`src/rtl/load_store_unit.sv`:
```
`default_nettype none
// ============================================================================
//  Module   : load_store_unit
//  Purpose  : Bridges the MEM pipeline stage and data_memory. Translates a
//             load/store request into data_memory signalling, positions store
//             data in the byte lanes, extends load results, and splits
//             misaligned accesses into several memory cycles while stalling
//             the pipeline through busy.
//  Revision : 1.0 - initial release
// ----------------------------------------------------------------------------
//  Ports
//    clk, reset        : clock, synchronous active-high reset
//    req_valid         : request present (held while busy)
//    req_is_store      : 1 = store, 0 = load
//    req_func3         : RISC-V load/store func3
//    req_address       : byte address (taken modulo DATA_RAM_DEPTH)
//    req_store_data    : unshifted rs2 value
//    busy              : unit is mid-operation, pipeline must stall
//    resp_valid        : one-cycle completion pulse
//    load_data         : extended load result, valid with resp_valid
//    fault             : illegal func3 / disallowed misaligned access
//    mem_byte_address  : data_memory byte address
//    mem_store_func3   : data_memory store width
//    mem_write_enable  : data_memory write strobe
//    mem_write_data    : lane-positioned store data
//    mem_read_data     : data_memory combinational word read
// ============================================================================
module load_store_unit #(
  parameter int DATA_RAM_DEPTH   = 1024,
  parameter bit ALLOW_MISALIGNED = 1'b1
) (
  input  logic                              clk,
  input  logic                              reset,
  input  logic                              req_valid,
  input  logic                              req_is_store,
  input  logic [2:0]                        req_func3,
  input  logic [31:0]                       req_address,
  input  logic [31:0]                       req_store_data,
  output logic                              busy,
  output logic                              resp_valid,
  output logic [31:0]                       load_data,
  output logic                              fault,
  output logic [$clog2(DATA_RAM_DEPTH)-1:0] mem_byte_address,
  output logic [2:0]                        mem_store_func3,
  output logic                              mem_write_enable,
  output logic [31:0]                       mem_write_data,
  input  logic [31:0]                       mem_read_data
);

  localparam int AW = $clog2(DATA_RAM_DEPTH);

  typedef enum logic [1:0] {
    IDLE     = 2'd0,
    LD_HI    = 2'd1,
    ST_BYTES = 2'd2
  } state_t;

  state_t        state_q,      state_d;
  logic          resp_valid_q, resp_valid_d;
  logic [31:0]   load_data_q,  load_data_d;
  logic          fault_q,      fault_d;
  logic [AW-1:0] addr_q,       addr_d;
  logic [2:0]    func3_q,      func3_d;
  logic [31:0]   lo_word_q,    lo_word_d;
  logic [31:0]   st_data_q,    st_data_d;
  logic [1:0]    byte_cnt_q,   byte_cnt_d;
  logic [1:0]    byte_last_q,  byte_last_d;

  logic          write_en;
  logic [AW-1:0] req_addr;
  logic [1:0]    req_off;
  logic          is_half, is_word;
  logic          illegal, misaligned, fault_req, split;
  logic [31:0]   rd_shift, hi_shift;
  logic [7:0]    st_byte;
  logic          unused_addr_bits;

  assign req_addr         = req_address[AW-1:0];
  assign req_off          = req_addr[1:0];
  assign unused_addr_bits = ^req_address[31:AW];

  assign is_half = (req_func3[1:0] == 2'b01);
  assign is_word = (req_func3[1:0] == 2'b10);

  // Loads allow 000,001,010,100,101; stores only 000,001,010.
  assign illegal = req_is_store ? (req_func3[2] || req_func3[1:0] == 2'b11)
                                : (req_func3 == 3'b011 || req_func3[2:1] == 2'b11);

  assign misaligned = (is_half && req_off == 2'd3) || (is_word && req_off != 2'd0);
  assign fault_req  = illegal || (misaligned && !ALLOW_MISALIGNED);
  assign split      = !illegal && misaligned && ALLOW_MISALIGNED;

  // Memory returns the whole word containing the address; shift the wanted
  // bytes down to bit 0 before extension.
  assign rd_shift = mem_read_data >> {req_off, 3'b000};
  assign hi_shift = 32'({mem_read_data, lo_word_q} >> {addr_q[1:0], 3'b000});
  assign st_byte  = 8'(st_data_q >> {byte_cnt_q, 3'b000});

  function automatic logic [31:0] extend(input logic [2:0] f3, input logic [31:0] w);
    case (f3)
      3'b000:  extend = {{24{w[7]}}, w[7:0]};
      3'b001:  extend = {{16{w[15]}}, w[15:0]};
      3'b100:  extend = {24'd0, w[7:0]};
      3'b101:  extend = {16'd0, w[15:0]};
      default: extend = w;
    endcase
  endfunction

  always_comb begin
    state_d          = state_q;
    resp_valid_d     = 1'b0;
    load_data_d      = load_data_q;
    fault_d          = 1'b0;
    addr_d           = addr_q;
    func3_d          = func3_q;
    lo_word_d        = lo_word_q;
    st_data_d        = st_data_q;
    byte_cnt_d       = byte_cnt_q;
    byte_last_d      = byte_last_q;
    write_en         = 1'b0;
    mem_byte_address = req_addr;
    mem_store_func3  = req_func3;
    mem_write_data   = req_store_data;

    case (state_q)
      IDLE: begin
        if (req_func3[1:0] == 2'b00)
          mem_write_data = {4{req_store_data[7:0]}};
        else if (req_func3[1:0] == 2'b01)
          mem_write_data = {2{req_store_data[15:0]}};

        if (req_valid) begin
          if (fault_req) begin
            resp_valid_d = 1'b1;
            fault_d      = 1'b1;
            load_data_d  = 32'd0;
          end else if (req_is_store) begin
            write_en = 1'b1;
            if (split) begin
              // First byte goes out now; the rest follow from ST_BYTES.
              mem_store_func3 = 3'b000;
              mem_write_data  = {4{req_store_data[7:0]}};
              addr_d          = req_addr;
              st_data_d       = req_store_data;
              byte_cnt_d      = 2'd1;
              byte_last_d     = is_word ? 2'd3 : 2'd1;
              state_d         = ST_BYTES;
            end else begin
              resp_valid_d = 1'b1;
              load_data_d  = 32'd0;
            end
          end else begin
            if (split) begin
              mem_byte_address = {req_addr[AW-1:2], 2'b00};
              lo_word_d        = mem_read_data;
              addr_d           = req_addr;
              func3_d          = req_func3;
              state_d          = LD_HI;
            end else begin
              resp_valid_d = 1'b1;
              load_data_d  = extend(req_func3, rd_shift);
            end
          end
        end
      end

      LD_HI: begin
        mem_byte_address = {addr_q[AW-1:2], 2'b00} + AW'(4);
        load_data_d      = extend(func3_q, hi_shift);
        resp_valid_d     = 1'b1;
        state_d          = IDLE;
      end

      ST_BYTES: begin
        mem_byte_address = addr_q + AW'(byte_cnt_q);
        mem_store_func3  = 3'b000;
        mem_write_data   = {4{st_byte}};
        write_en         = 1'b1;
        byte_cnt_d       = byte_cnt_q + 2'd1;
        if (byte_cnt_q == byte_last_q) begin
          resp_valid_d = 1'b1;
          load_data_d  = 32'd0;
          state_d      = IDLE;
        end
      end

      default: state_d = IDLE;
    endcase
  end

  // A reset arriving mid-store must suppress the byte of that cycle.
  assign mem_write_enable = write_en && !reset;

  always_ff @(posedge clk) begin
    if (reset) begin
      state_q      <= IDLE;
      resp_valid_q <= 1'b0;
      load_data_q  <= 32'd0;
      fault_q      <= 1'b0;
      addr_q       <= '0;
      func3_q      <= 3'd0;
      lo_word_q    <= 32'd0;
      st_data_q    <= 32'd0;
      byte_cnt_q   <= 2'd0;
      byte_last_q  <= 2'd0;
    end else begin
      state_q      <= state_d;
      resp_valid_q <= resp_valid_d;
      load_data_q  <= load_data_d;
      fault_q      <= fault_d;
      addr_q       <= addr_d;
      func3_q      <= func3_d;
      lo_word_q    <= lo_word_d;
      st_data_q    <= st_data_d;
      byte_cnt_q   <= byte_cnt_d;
      byte_last_q  <= byte_last_d;
    end
  end

  assign busy       = (state_q != IDLE);
  assign resp_valid = resp_valid_q;
  assign load_data  = load_data_q;
  assign fault      = fault_q;

endmodule
`default_nettype wire

```
`config.mk`:
```
export PLATFORM = sky130hd
export DESIGN_NAME = load_store_unit
export DESIGN_NICKNAME = d
export VERILOG_FILES = /design/src/rtl/load_store_unit.sv
export SDC_FILE = /design/constraint.sdc
export NUM_CORES = 1
export LEC_CHECK = 0
export CORE_ASPECT_RATIO = 1.25
export CORE_MARGIN = 4
export CORE_UTILIZATION = 38
export DETAILED_ROUTE_END_ITERATION = 16
export GPL_ROUTABILITY_DRIVEN = 0
export PLACE_DENSITY = 0.75
export SLEW_MARGIN = 20
export SYNTH_ARGS = -nofsm -noshare
export SYNTH_HDL_FRONTEND = slang
export SYNTH_SLANG_ARGS = --single-unit
export TNS_END_PERCENT = 50
```
`constraint.sdc`:
```
create_clock -name clk -period 3.1 [get_ports clk]
set_clock_uncertainty 0.05 [all_clocks]
set_input_delay 0.62 -clock clk [delete_from_list [all_inputs] [get_ports clk]]
set_output_delay 0.62 -clock clk [all_outputs]
set_load 0.01 [all_outputs]
```
* After elaboration in Yosys (flattened, before gate mapping)
Index checks and enable logic that the tools add are counted.
** Word-level totals
- Register bits after elaboration :: 117
- Bits of input ports :: 103
- Output and inout bits :: 81
- Word-level logic and storage cells :: 114
** Cells by class
- Add/sub/neg operators :: 3
- Equality and inequality tests :: 21
- Shift operators :: 3
- Multiplexer cells :: 49
- Bitwise gates (word level) :: 4
- Reductions and logical operators :: 24
** Operators with widths (number)
- $mux W32 :: 12
- $pmux W32 S4 :: 2
- $pmux W32 S3 :: 1
- $pmux W32 S2 :: 1
- $shr A64 B5 Y32 :: 1
- $shr A32 B5 Y32 :: 1
- $shr A32 B5 Y8 :: 1
- $pmux W10 S3 :: 1
- $mux W2 :: 14
- $reduce_and A5 Y1 :: 3
- $eq A3 B3 Y1 const B :: 4
- $mux W3 :: 4
- $reduce_and A4 Y1 :: 3
- $add A10 B2 Y10 :: 1
- $add A10 B3 Y10 const B :: 1
- $eq A2 B2 Y1 const B :: 5
- $ne A2 B2 Y1 const B :: 5
- $mux W1 :: 9
- $pmux W2 S2 :: 2
- $eq A3 B1 Y1 const B :: 2
- $logic_not A3 Y1 :: 2
- $pmux W3 S2 :: 1
- $reduce_bool A2 Y1 :: 3
- $eq A2 B1 Y1 const B :: 2
- other kinds (13) :: 23

* Depth between registers and ports, before layout
Gate-level depths: netlist (run 1).
- Depth in word-level cells :: 10
- Depth in mapped cells :: 9
- Depth with buffers taken out :: 8

* Least setup slack after synthesis (run 1)
Ideal clock, no wire load.
- Path type :: input to output
- Start :: input port req_func3[0]
- End :: output port mem_write_data[17]
- Arrival :: 2.136 ns
- Required time :: 2.430 ns
- Path slack :: 0.294 ns
- Stages :: 7
- Cells stage by stage :: buf_2 -> nand2b_1 -> o21ai_2 -> nand2_2 -> a31o_2 -> clkbuf_1 -> a221o_1
** Between the ends
- Cells in the longest elaborated chain, start to end :: 10
- Elaborated cells between the ends (all ways) :: 20
** RTL lines
- start: declaration :: RTL line 36 : input logic [2:0] req_func3,
- $eq A3 B2 Y1 or $eq A2 B2 Y1 (tied branches) :: RTL line 87, 86
- $logic_or A1 B1 Y1 (on tied branches) :: RTL line 87, 86
- $mux W1 :: RTL line 86 : assign illegal = req_is_store ? (req_func3[2] || req_func3[1:0] == 2'b11)
- $logic_not A1 Y1 :: RTL line 91 : assign split = !illegal && misaligned && ALLOW_MISALIGNED;
- $logic_and A1 B1 Y1 :: RTL line 91
- $mux W32 :: RTL line 139 : if (split) begin
- $mux W32 :: RTL line 137 : end else if (req_is_store) begin
- $mux W32 :: RTL line 133 : if (fault_req) begin
- $mux W32 (*) :: RTL line 132 : if (req_valid) begin
- $pmux W32 S2 (*) :: RTL line 125 : case (state_q)
- end: declaration :: RTL line 46 : output logic [31:0] mem_write_data,
Every way passes the cells marked *; elsewhere a longest branch is shown, timed or not.

* Worst setup path after layout (run 1)
Ends and elaborated chain as after synthesis.

==> run metrics, run 1 <==
Post-Syn Area per Cell roughly 7.9 um2; fin area 10300 um2; Critical-path top delay cell clkdlybuf4s15_1; die extent in y 163 um; placed inst area 9470 um2; FF-to-FF setup slack 0.40 ns; final hold viol count 0; area delta synth->final 40.3%; worst skew pair latency 0.41 ns; Ys Warns 0; share of cells above drive strength 1 18.4%; PD cells 458 nW/um2; cts hold-fix bufs 0; net count after synthesis 1035; post-DP HPWL 17900 um; Post-synth EDFFs 0; share of power burned in registers between 30% and 40%; die area 21600 um2; Routed Antenna Nets 0; Met1 Wirelength 9680 um; Initial Util about 39%; largest net degree at the start of global routing 70; Post-synth ARST share 0%; Hold Slack 0.402 ns; Largest delay share family, worst path buffers and inverters; first-pass GRT wire length 38000 um; DRC 0; Core Footprint 18800 um2; top sig layer met5; Most used DFF post-synth dfxtp_1; clock-pin slew on the worst setup and hold paths 0.05 ns; Critical Path AT between 2 and 2.5 ns; met3 routed WL 1690 um; Slew @ Worst Pin 0.747 ns; vias in the first global route roughly 7500; I/O Buffers 161; Comb pwr share 21.1%; largest cells by area after synthesis dfxtp_1 (32%), mux2i_1 (11%), nand2_1 (8.6%), nor2_1 (5.8%), a21oi_1 (4.5%); Die X 132 um; run status finished, final reports clean; f_max between 300 and 400 MHz; maximum vdd drop 377 uV; switching share of power approximately a quarter; PnR worst setup slack 0.0564 ns; critical-path cell list clkdlybuf4s15_1 -> nand4b_1 -> o21ai_4 -> and3_4 -> buf_12 -> nand2_1 -> nand2_1 -> a221o_1 -> dlygate4sd2_1; WP data required 2.43 ns; drt pass-1 iters 5; CP max FO 13; drt total wl 24400 um; WL/cell 18.1 um; min Tclk post-route a little over 3 ns; Pwr Total around 4.7 mW; TritonCTS Buffers 17; final setup vio count 0; Yosys top cell by area dfxtp_1; min-delay src st_data_q[9]; Worst path max stage delay 0.29 ns; Crit. End Element primary output; Int Power about 3.5 mW; Netlist cell types 56; Avg Vias per Cell 5.68; P_sw 1.21 mW; post-synth top area share 31.9%; H-tree Lvls 4; Rows 56; Critical R2R Launch addr_q[1]; post-place setup slack -0.488 ns; CP dominant cell by count nand2_1; synth cell count leaders nand2_1 (169), dfxtp_1 (117), nor2_1 (114), mux2i_1 (82), a21oi_1 (66); initial antenna violation count 2; Synth Register Bits 117; Pleak 3.81 nW; antenna cell count 0; Core Util, Final 54.6%; Max Cap Viol 0; Worst Setup Start Kind input pin; CTS Buffer Depth 2; clock power share 44.9%; leading cell type by number of instances after synthesis nand2_1; Final Max Slew Viols 0; # IOs about 180; clock sink count ~120; met2 wire len ~12000 um; register area share after synthesis 31.9%; Crit. Startpoint req_func3[0]; TritonCTS clock tree built; worst hold path class flip-flop to flip-flop; routed via count 7656; normalized max-slew margin 50.2%; grt ovf 0; crit path kind input pin to primary output; Iteration-0 DRC Markers about 600; Post-Syn Instances 924; Tot GR Track Use 21.9%; period utilisation layout 98.2%; Buffers & Inverters on Critical Path 3; Layout Nets 1216; Mapped Area 7340 um2; CTS root buf clkbuf_16
[repair_timing]
item / CTS / global route
endpoints found under the setup margin: 45 / 39
setup buffers: 2 / 9
pin swaps: 3 / 3
resized for setup: 73 / 32
[tightest hold or removal path, cell delays in order (launching register included)]
cell and delay [ns]:
dfxtp_1 0.30, nand2_1 0.05, a21oi_1 0.05
[placed cells by master, fill, tap and decap left out, drive strengths merged, types with 4 or more instances in the layout]
master         synthesis  routed
mux4                   9       9
clkdlybuf4s15          0       8
a21o                   7       7
and3                   4       4
clkbuf                46      24
dlymetal6s2s           0       8
ha                     7       7
o211ai                14      14
mux2i                 82      82
a21oi                 66      66
inv                    8       7
nor3                  24      24
a32oi                  7       7
bufinv                 0       4
xnor2                  4       4
nor2b                 11      11
a22o                   5       5
o21ai                 37      37
a211oi                23      23
mux2                  29      29
a221o                 17      17
nand2                170     170
buf                   33      85
and2                   7       7
dlygate4sd2            0      19
a211o                  7       7
nand2b                 4       4
dfxtp                117     117
nor2                 114     114
a311oi                15      15
clkdlybuf4s50          0     119
nand3                 20      20
or2                    4       4
[layout make-up]
type / instances / area, um2
well taps: 232 / 290
flip-flops and latches: 117 / 2350
clock inverters: 8 / 146
inverters: 8 / 33.8
multi-input cells: 720 / 4740
clock buffers: 22 / 494
fillers: 1713 / 8550
repair buffers: 241 / 2240
[power by group through the flow]
stage	sequential (mW)	clock, mW	combinational [mW]
final	1.60	2.12	0.996
after global routing	1.61	2.21	1.07
after CTS	1.61	2.15	0.977
after detailed placement	1.64	0	0.994
after global placement	1.63	0	0.990
after floorplan	1.65	0	0.463
[through the flow]
| step | setup TNS (ns) | cells |
|---|---|---|
| 5_1_grt | -0.0530 | 1348 |
| 2_1_floorplan | 0 | 924 |
| 6_report | 0 | 1348 |
| 3_5_place_dp | -11.08 | 1307 |
| 3_3_place_gp | -9.97 | 1307 |
| 4_1_cts | -0.368 | 1339 |
[cells by family (layout without fill, tap and decap cells)]
logic type | after synthesis | after routing | share of synthesized area, %
buffers and inverters | 87 | 279 | 5.29
flip-flops | 117 | 117 | 31.9
AND/OR/NAND/NOR | 370 | 370 | 21.4
adder cells (fa/ha/maj) | 8 | 8 | 1.47
multiplexers | 120 | 120 | 18.4
AO/OA/AOI/OAI | 218 | 218 | 21.1
XOR/XNOR | 4 | 4 | 0.477
[layer usage]
metal / vias to the layer above / global-route usage, %
met1: 3600 / 24.6
met4: 4 / 10.7
met5: - / 0
met2: 313 / 38.6
li1: 3668 / -
met3: 71 / 5.79
[sequential cells by signal, indices dropped and copies added, names as in the netlist]
register and cells:
st_data_q 32, state_q 2, addr_q 10, byte_cnt_q 2, byte_last_q 2, load_data 32, func3_q 3, fault 1
resp_valid 1, lo_word_q 32
[path summary, 6_finish.rpt]
path	to	cells after the start
setup / recovery	mem_write_data[17]	9
hold / removal	st_data_q[9]	2
setup reg to reg	load_data[20]	7
hold reg to reg	st_data_q[9]	2
Power figures use the tool's default switching activity.
==> inputs of run 2 (changes only) <==
--- a/config.mk
+++ b/config.mk
@@ -5,6 +5,7 @@
 export SDC_FILE = /design/constraint.sdc
 export NUM_CORES = 1
 export LEC_CHECK = 0
+export CAP_MARGIN = 30
 export CORE_ASPECT_RATIO = 1.25
 export CORE_MARGIN = 4
 export CORE_UTILIZATION = 38
==> results of run 2 <==
The final DEF is identical to that of run 1; final timing and power are the same.
==> inputs of run 3 (changes only) <==
--- a/config.mk
+++ b/config.mk
@@ -11,6 +11,7 @@
 export CORE_UTILIZATION = 38
 export DETAILED_ROUTE_END_ITERATION = 16
 export GPL_ROUTABILITY_DRIVEN = 0
+export HOLD_SLACK_MARGIN = 0.12
 export PLACE_DENSITY = 0.75
 export SLEW_MARGIN = 20
 export SYNTH_ARGS = -nofsm -noshare
==> results of run 3 <==
The final DEF is identical to that of run 1; final timing and power are the same.
